[config.mk]
export PLATFORM = sky130hd
export DESIGN_NAME = lfsr
export DESIGN_NICKNAME = d
export VERILOG_FILES = /design/src/rtl/lfsr.sv
export SDC_FILE = /design/constraint.sdc
export NUM_CORES = 1
export LEC_CHECK = 0
export ABC_CLOCK_PERIOD_IN_PS = 1100
export CAP_MARGIN = 20
export CORE_ASPECT_RATIO = 0.7
export CORE_MARGIN = 1
export CORE_UTILIZATION = 35
export DETAILED_ROUTE_END_ITERATION = 16
export PLACE_DENSITY = 0.77
export SYNTH_ARGS = -nofsm -noshare
export SYNTH_HDL_FRONTEND = slang
export SYNTH_SLANG_ARGS = --single-unit
[constraint.sdc]
create_clock -name clk_i -period 1.1 [get_ports clk_i]
set_clock_uncertainty 0.1 [all_clocks]
set_input_delay 0.275 -clock clk_i [delete_from_list [all_inputs] [get_ports clk_i]]
set_output_delay 0.275 -clock clk_i [all_outputs]
set_load 0.005 [all_outputs]
[src/rtl/lfsr.sv]
// Runtime-configurable Fibonacci LFSR, one sequence bit per clock (x1/x2 generators of the NR Gold sequence).
// Optional build macro LFSR_STATE_OUT_EN exposes the shift register on state_o.
module lfsr #(
  parameter int               N               = 31,
  parameter logic [N-1:0]     TAPS            = 'h11,
  parameter logic [N-1:0]     START_VALUE     = 1,
  parameter bit               VARIABLE_CONFIG = 1'b0
) (
  input  logic          clk_i,
  input  logic          reset_ni,
  input  logic          load_config_i,
  input  logic [N-1:0]  taps_i,
  input  logic [N-1:0]  start_value_i,
`ifdef LFSR_STATE_OUT_EN
  output logic [N-1:0]  state_o,
`endif
  output logic          data_o,
  output logic          valid_o
);

  logic [N-1:0] r_state;
  logic [N-1:0] r_taps;
  logic         r_data;
  logic         r_valid;

  logic [N-1:0] w_load_state;
  logic [N-1:0] w_load_taps;
  logic         w_fb;

  // With VARIABLE_CONFIG=0 a load simply restores the elaboration-time defaults.
  assign w_load_state = VARIABLE_CONFIG ? start_value_i : START_VALUE;
  assign w_load_taps  = VARIABLE_CONFIG ? taps_i        : TAPS;
  assign w_fb         = ^(r_state & r_taps);

  always_ff @(posedge clk_i or negedge reset_ni) begin
    if (!reset_ni) begin
      r_state <= START_VALUE;
      r_taps  <= TAPS;
      r_data  <= 1'b0;
      r_valid <= 1'b0;
    end else if (load_config_i) begin
      r_state <= w_load_state;
      r_taps  <= w_load_taps;
      r_data  <= 1'b0;
      r_valid <= 1'b0;
    end else begin
      r_data  <= r_state[0];
      r_valid <= 1'b1;
      r_state <= {w_fb, r_state[N-1:1]};
    end
  end

  assign data_o  = r_data;
  assign valid_o = r_valid;
`ifdef LFSR_STATE_OUT_EN
  assign state_o = r_state;
`endif

endmodule

==> run metrics, run 1 <==
post-synthesis cell type count 9; GRT Resource Usage Total 0.1193; Fmax achieved 889.9 MHz; clock share of power 0.386; ANT nets after route 0; Ys Warns 0; Pleak 0.6117 nW; CP Class flip-flop to output pin; largest net degree at the start of global routing 21; # Max-Cap Violations 0; CTS tree done; Core Region 2843 um^2; Multi-input gate area 206.4 um^2; slew margin rel. 0.8519; H-tree level count 2; Final Power 2.125 mW; top-count cell post-synth dfrtp_1; initial core utilization 0.3724; IO buf count 4; Least-Margin Pin Slew 0.2221 ns; FF-to-FF path depth 2; synthesized instance count 70; CTS Buffer Depth 2; register area share after synthesis 0.7813; #FFs+latches synth 33; worst path arrival time 0.75 ns; Max stage delay cell, worst path dfrtp_1; Post-route DRC 0; status finished, violations left; fin. max-slew vios 0; Layout area overhead 16.67%; CP Depth 1; FF-to-FF End r_state[30]; Clk Tree Root Cell clkbuf_8; Die Footprint 3252 um^2; Most used DFF post-synth dfrtp_1; HP Class input pin to asynchronous set/reset pin; switch share 0.1981; required time of the critical path 0.72 ns; Post-Syn Area 1059 um^2; crit path launch valid_o; CTS Sinks 33; Hold Fails Final Rpt 0; cell-internal power 1.704 mW; io pins 67; Fillers 261; vias 475; Detail Placement HPWL 904.8 um; number of synthesized flops with an enable pin 0; grt ovf 0; power share of the combinational group 0.035; fin crit period 1.124 ns; row cnt 16; Crit Path Max Fanout 1; Slowest Stage Delay on Critical Path 0.36 ns; Clk Latency, worst-skew pair 0.27 ns; clock slew at reported path FFs 0.06 ns; final setup fails 2; DR WL/cell 11.68 um; post-placement setup slack -0.2290 ns; Critical Path Sink Type output pin; fin area 1235 um^2; Fin Hold WS 0.2376 ns; period utilization 1.022; Psw 0.4210 mW; die height 48.01 um; post-synthesis average cell area 15.12 um^2; startpoint type of the worst setup path flip-flop; Worst Slack Setup Final -0.02367 ns; drt initial violations 9; first-pass GRT wire length 2.359 mm; delay-heaviest family, CP flip-flops; fin nets 147; Num CTS Buffers 5; internal reg-to-reg setup slack 0.16 ns; Synth top cells by count dfrtp_1 (32), nor2b_1 (30), buf_2 (2); RSZ-0062 raised after global routing yes; final WL 1.390 mm; maximum vdd drop 0.8542 mV; top cell type by total area after synthesis dfrtp_1; Critical Path, Cell by Cell buf_2; Setup crit end valid_o; failing checks setup timing; Final Wtd Congestion 0.6903; DRT Pass-1 Iters 3; hold_buf cts 0; Seq. cell area 827.0 um^2; Vias/cell 3.992; top post-synthesis cells by area dfrtp_1 (76%), nor2b_1 (18%), dfstp_2 (2.5%); DIE WIDTH 67.73 um; layout cells sized above 1 0.1446; Post-Syn Nets 135; P per Cell Area 1721 nW/um^2; Yosys top cell area share 0.7565; Post-DP Area 1165 um^2; Antenna diodes 0; vias in the first global route 486; ys async rst share 1.000; Sequential Power Share 0.579; CP bufs+invs 1; reg2reg start r_state[0]; setup TNS -0.03530 ns; antenna violations before repair 0
-- worst min-delay path by stage --
stage                    start           to
floorplan             reset_ni       data_o
global placement    r_state[1]   r_state[0]
detailed placement  r_state[1]   r_state[0]
CTS                   reset_ni  r_state[25]
global route          reset_ni  r_state[28]
finish                reset_ni  r_state[25]
-- power by group through the flow --
stage	logic, mW	registers (mW)	clock network (mW)
global placement	0.0769	1.25	0
floorplan	0.0251	1.25	0
detailed placement	0.0805	1.25	0
global route	0.0843	1.23	0.919
CTS	0.0774	1.23	0.861
finish	0.0747	1.23	0.819
-- layer usage --
layer	share of wire	track usage	vias to the layer above
met4	0.0094	0.07660	0
met3	0.040	0.06429	2
met5	0	0	-
met1	0.53	0.1535	232
met2	0.42	0.1564	8
li1	-	-	233
-- cells in the final DEF, fill, tap and decap left out, drive strengths merged --
| master | count |
|---|---|
| dfrtp | 32 |
| nor2b | 30 |
| clkbuf | 8 |
| buf | 6 |
| clkdlybuf4s50 | 2 |
| or2 | 1 |
| inv | 1 |
| xnor2 | 1 |
| nor2 | 1 |
| dfstp | 1 |
-- logic make-up after synthesis --
kind of cell,Yosys count,share of synthesized area
flops,33,0.7813
simple gates,32,0.1868
buf+inv,4,0.02364
xor+xnor,1,0.008276
-- per-stage QoR --
step / std cells / util
3_5_place_dp: 111 / 0.4098
4_1_cts: 119 / 0.4344
5_1_grt: 119 / 0.4344
2_1_floorplan: 70 / -
6_report: 119 / 0.4344
3_3_place_gp: 111 / 0.4098
-- timing repair --
| item | 4_1_cts | 5_1_grt |
|---|---|---|
| setup buffers | 0 | 0 |
| gates resized for setup | 8 | 0 |
| setup endpoints to repair | 2 | 2 |
-- sequential cells by signal (all words and copies together), names as in the netlist --
signal and flops:
data_o 1, r_state 31, valid_o 1
-- worst reg2reg max path, cell delays in order (launching register included) --
cell,delay (ns)
dfstp_2,0.55
xnor2_1,0.12
nor2_1,0.06
-- cell type report --
cell class,instances,share of cell area
Sequential cell,33,0.6697
Multi-Input combinational cell,33,0.1672
Clock buffer,8,0.06484
Timing Repair Buffer,8,0.05876
Tap cell,36,0.03647
Inverter,1,0.003040
Note: power is estimated with default switching activity, not from simulation.
==> inputs of run 2 (changes only) <==
--- a/config.mk
+++ b/config.mk
@@ -5,8 +5,7 @@
 export SDC_FILE = /design/constraint.sdc
 export NUM_CORES = 1
 export LEC_CHECK = 0
-export ABC_CLOCK_PERIOD_IN_PS = 1100
-export CAP_MARGIN = 20
+export ABC_CLOCK_PERIOD_IN_PS = 1050
 export CORE_ASPECT_RATIO = 0.7
 export CORE_MARGIN = 1
 export CORE_UTILIZATION = 35
==> constraint.sdc (replaced) <==
create_clock -name clk_i -period 1.05 [get_ports clk_i]
set_clock_uncertainty 0.1 [all_clocks]
set_input_delay 0.2625 -clock clk_i [delete_from_list [all_inputs] [get_ports clk_i]]
set_output_delay 0.2625 -clock clk_i [all_outputs]
set_load 0.005 [all_outputs]
==> run metrics, run 2 (synthesized netlist as in run 1, its figures left out) <==
status finished, violations left; failing checks setup timing; delay-heaviest family, CP flip-flops; grt ovf 0 (unchanged); final WL 1.394 mm (+0.29%); CP Class flip-flop to output pin; io pins 67 (unchanged); fin crit period 1.111 ns; DR WL/cell 11.71 um (+0.29%); fin. max-slew vios 0 (unchanged); most frequent cells in the layout dfrtp_1 (32), nor2b_1 (30), clkbuf_8 (5); P per Cell Area 1799 nW/um^2 (+4.5%); layout cells sized above 1 0.1446 (unchanged); clock slew at reported path FFs 0.06 ns (about the same); startpoint type of the worst setup path flip-flop; die height 48.01 um (unchanged); Max stage delay cell, worst path dfrtp_1; vias in the first global route 486 (unchanged); Post-route DRC 0 (unchanged); Clk Latency, worst-skew pair 0.27 ns (about the same); ANT nets after route 0 (unchanged); DRT Pass-1 Iters 3 (unchanged); antenna violations before repair 0 (unchanged); initial core utilization 0.3724 (unchanged); CTS Sinks 33 (unchanged); Num CTS Buffers 5 (unchanged); Final Power 2.226 mW (+4.7%); Vias/cell 3.992 (unchanged); Crit Path Max Fanout 1 (unchanged); Antenna diodes 0 (unchanged); GRT Resource Usage Total 0.1193 (unchanged); DIE WIDTH 67.73 um (unchanged); drt initial violations 9 (unchanged); H-tree level count 2 (unchanged); Post-Layout Cell Count 119 (unchanged); Critical Path, Cell by Cell buf_2; row cnt 16 (unchanged); Detail Placement HPWL 904.8 um (unchanged); max reg flops 31 (unchanged); period utilization 1.058; final setup fails 2 (unchanged); setup TNS -0.1103 ns (-0.07500 ns); # Max-Cap Violations 0 (unchanged); # resized after CTS 8 (unchanged); largest reg by FF count r_state; Worst Slack Setup Final -0.06117 ns (-0.03750 ns); post-placement setup slack -0.2665 ns (-0.03750 ns); fin nets 147 (unchanged); slew margin rel. 0.8519 (unchanged); Core Region 2843 um^2 (unchanged); Placed Instances 111 (unchanged); first-pass GRT wire length 2.359 mm (unchanged); CP bufs+invs 1 (unchanged); Setup Buffers After CTS 0 (unchanged); Pleak 0.6209 nW (+1.5%); commonest non-fill, non-tap cell in the layout dfrtp_1; Hold Fails Final Rpt 0 (unchanged); required time of the critical path 0.69 ns (-0.03 ns); Least-Margin Pin Slew 0.2221 ns (unchanged); CTS Buffer Depth 2 (unchanged); IO buf count 4 (unchanged); Clk Tree Root Cell clkbuf_8; Critical Path Sink Type output pin; Layout area overhead 16.90%; hold_buf cts 0 (unchanged); Slowest Stage Delay on Critical Path 0.36 ns (about the same); Final Wtd Congestion 0.6903 (unchanged); maximum vdd drop 0.8718 mV (+2.1%); RSZ-0062 raised after global routing yes; CTS tree done; internal reg-to-reg setup slack 0.11 ns (-0.05 ns); worst path arrival time 0.75 ns (about the same); Die Footprint 3252 um^2 (unchanged); Fin Hold WS 0.2251 ns (-0.01251 ns); Fmax achieved 899.9 MHz; vias 475 (unchanged); largest net degree at the start of global routing 21 (unchanged); HP Class input pin to asynchronous set/reset pin
run 2: cell types whose count changed in the layout (fill, tap and decap cells not counted):
cell             previous run  this run
clkdlybuf4s50_1             2         1
dlymetal6s2s_1              0         1
run 2: report_power, final:
group	switching [mW]	internal [mW]	total, mW
clock	0.389	0.470	0.858
combinational	0.0481	0.0297	0.0778
sequential	0.00404	1.29	1.29
total	0.441	1.78	2.23
run 2: through the flow:
step,instance area [um^2],util
after floorplan,1059,-
after detailed placement,1165,0.4098
after global placement,1165,0.4098
after global routing,1237,0.4353
after CTS,1235,0.4344
final,1237,0.4353
run 2: per-layer routing:
layer / share of wire / global-route usage / routed length, um / vias to the layer above
met5: 0 / 0 / 0 / -
met4: 0.0093 / 0.07660 / 13 / 0
met3: 0.039 / 0.06429 / 55 / 2
met2: 0.42 / 0.1564 / 586 / 8
met1: 0.53 / 0.1535 / 739 / 232
li1: - / - / - / 233
run 2: final cells by class:
cell class              instances  area, um^2
well taps                      36       45.04
inverters                       1       3.754
multi-input cells              33       206.4
flip-flops and latches         33       827.0
fillers                       261        1605
repair buffers                  8       75.07
clock buffers                   8       80.08
run 2: worst paths after layout:
path | from | end | depth (start not counted)
min reg2reg | r_state[5] | r_state[4] | 1
max in group asynchronous | reset_ni | r_state[0] | 2
min in group clk_i | load_config_i | valid_o | 3
min | reset_ni | r_state[25] | 2
max | valid_o | valid_o | 1
max reg2reg | r_state[0] | r_state[30] | 2
==> inputs of run 3 (changes only) <==
--- a/config.mk
+++ b/config.mk
@@ -5,7 +5,7 @@
 export SDC_FILE = /design/constraint.sdc
 export NUM_CORES = 1
 export LEC_CHECK = 0
-export ABC_CLOCK_PERIOD_IN_PS = 1050
+export ABC_CLOCK_PERIOD_IN_PS = 1150
 export CORE_ASPECT_RATIO = 0.7
 export CORE_MARGIN = 1
 export CORE_UTILIZATION = 35
==> constraint.sdc (replaced) <==
create_clock -name clk_i -period 1.15 [get_ports clk_i]
set_clock_uncertainty 0.1 [all_clocks]
set_input_delay 0.2875 -clock clk_i [delete_from_list [all_inputs] [get_ports clk_i]]
set_output_delay 0.2875 -clock clk_i [all_outputs]
set_load 0.005 [all_outputs]
==> results of run 3 <==
Same layout as run 1 (identical final DEF). Status: complete, no violations.
Main changes from that run: setup slack after placement -0.2290 ns -> -0.1915 ns; setup slack after layout -0.02367 ns -> 0.01383 ns; setup TNS -0.03530 ns -> 0 ns; hold slack 0.2376 ns -> 0.2501 ns; number of setup violations in the final report 2 -> 0; register-to-register setup slack 0.16 ns -> 0.21 ns; total power 2.125 mW -> 2.033 mW; worst IR drop on VDD 0.8542 mV -> 0.8171 mV
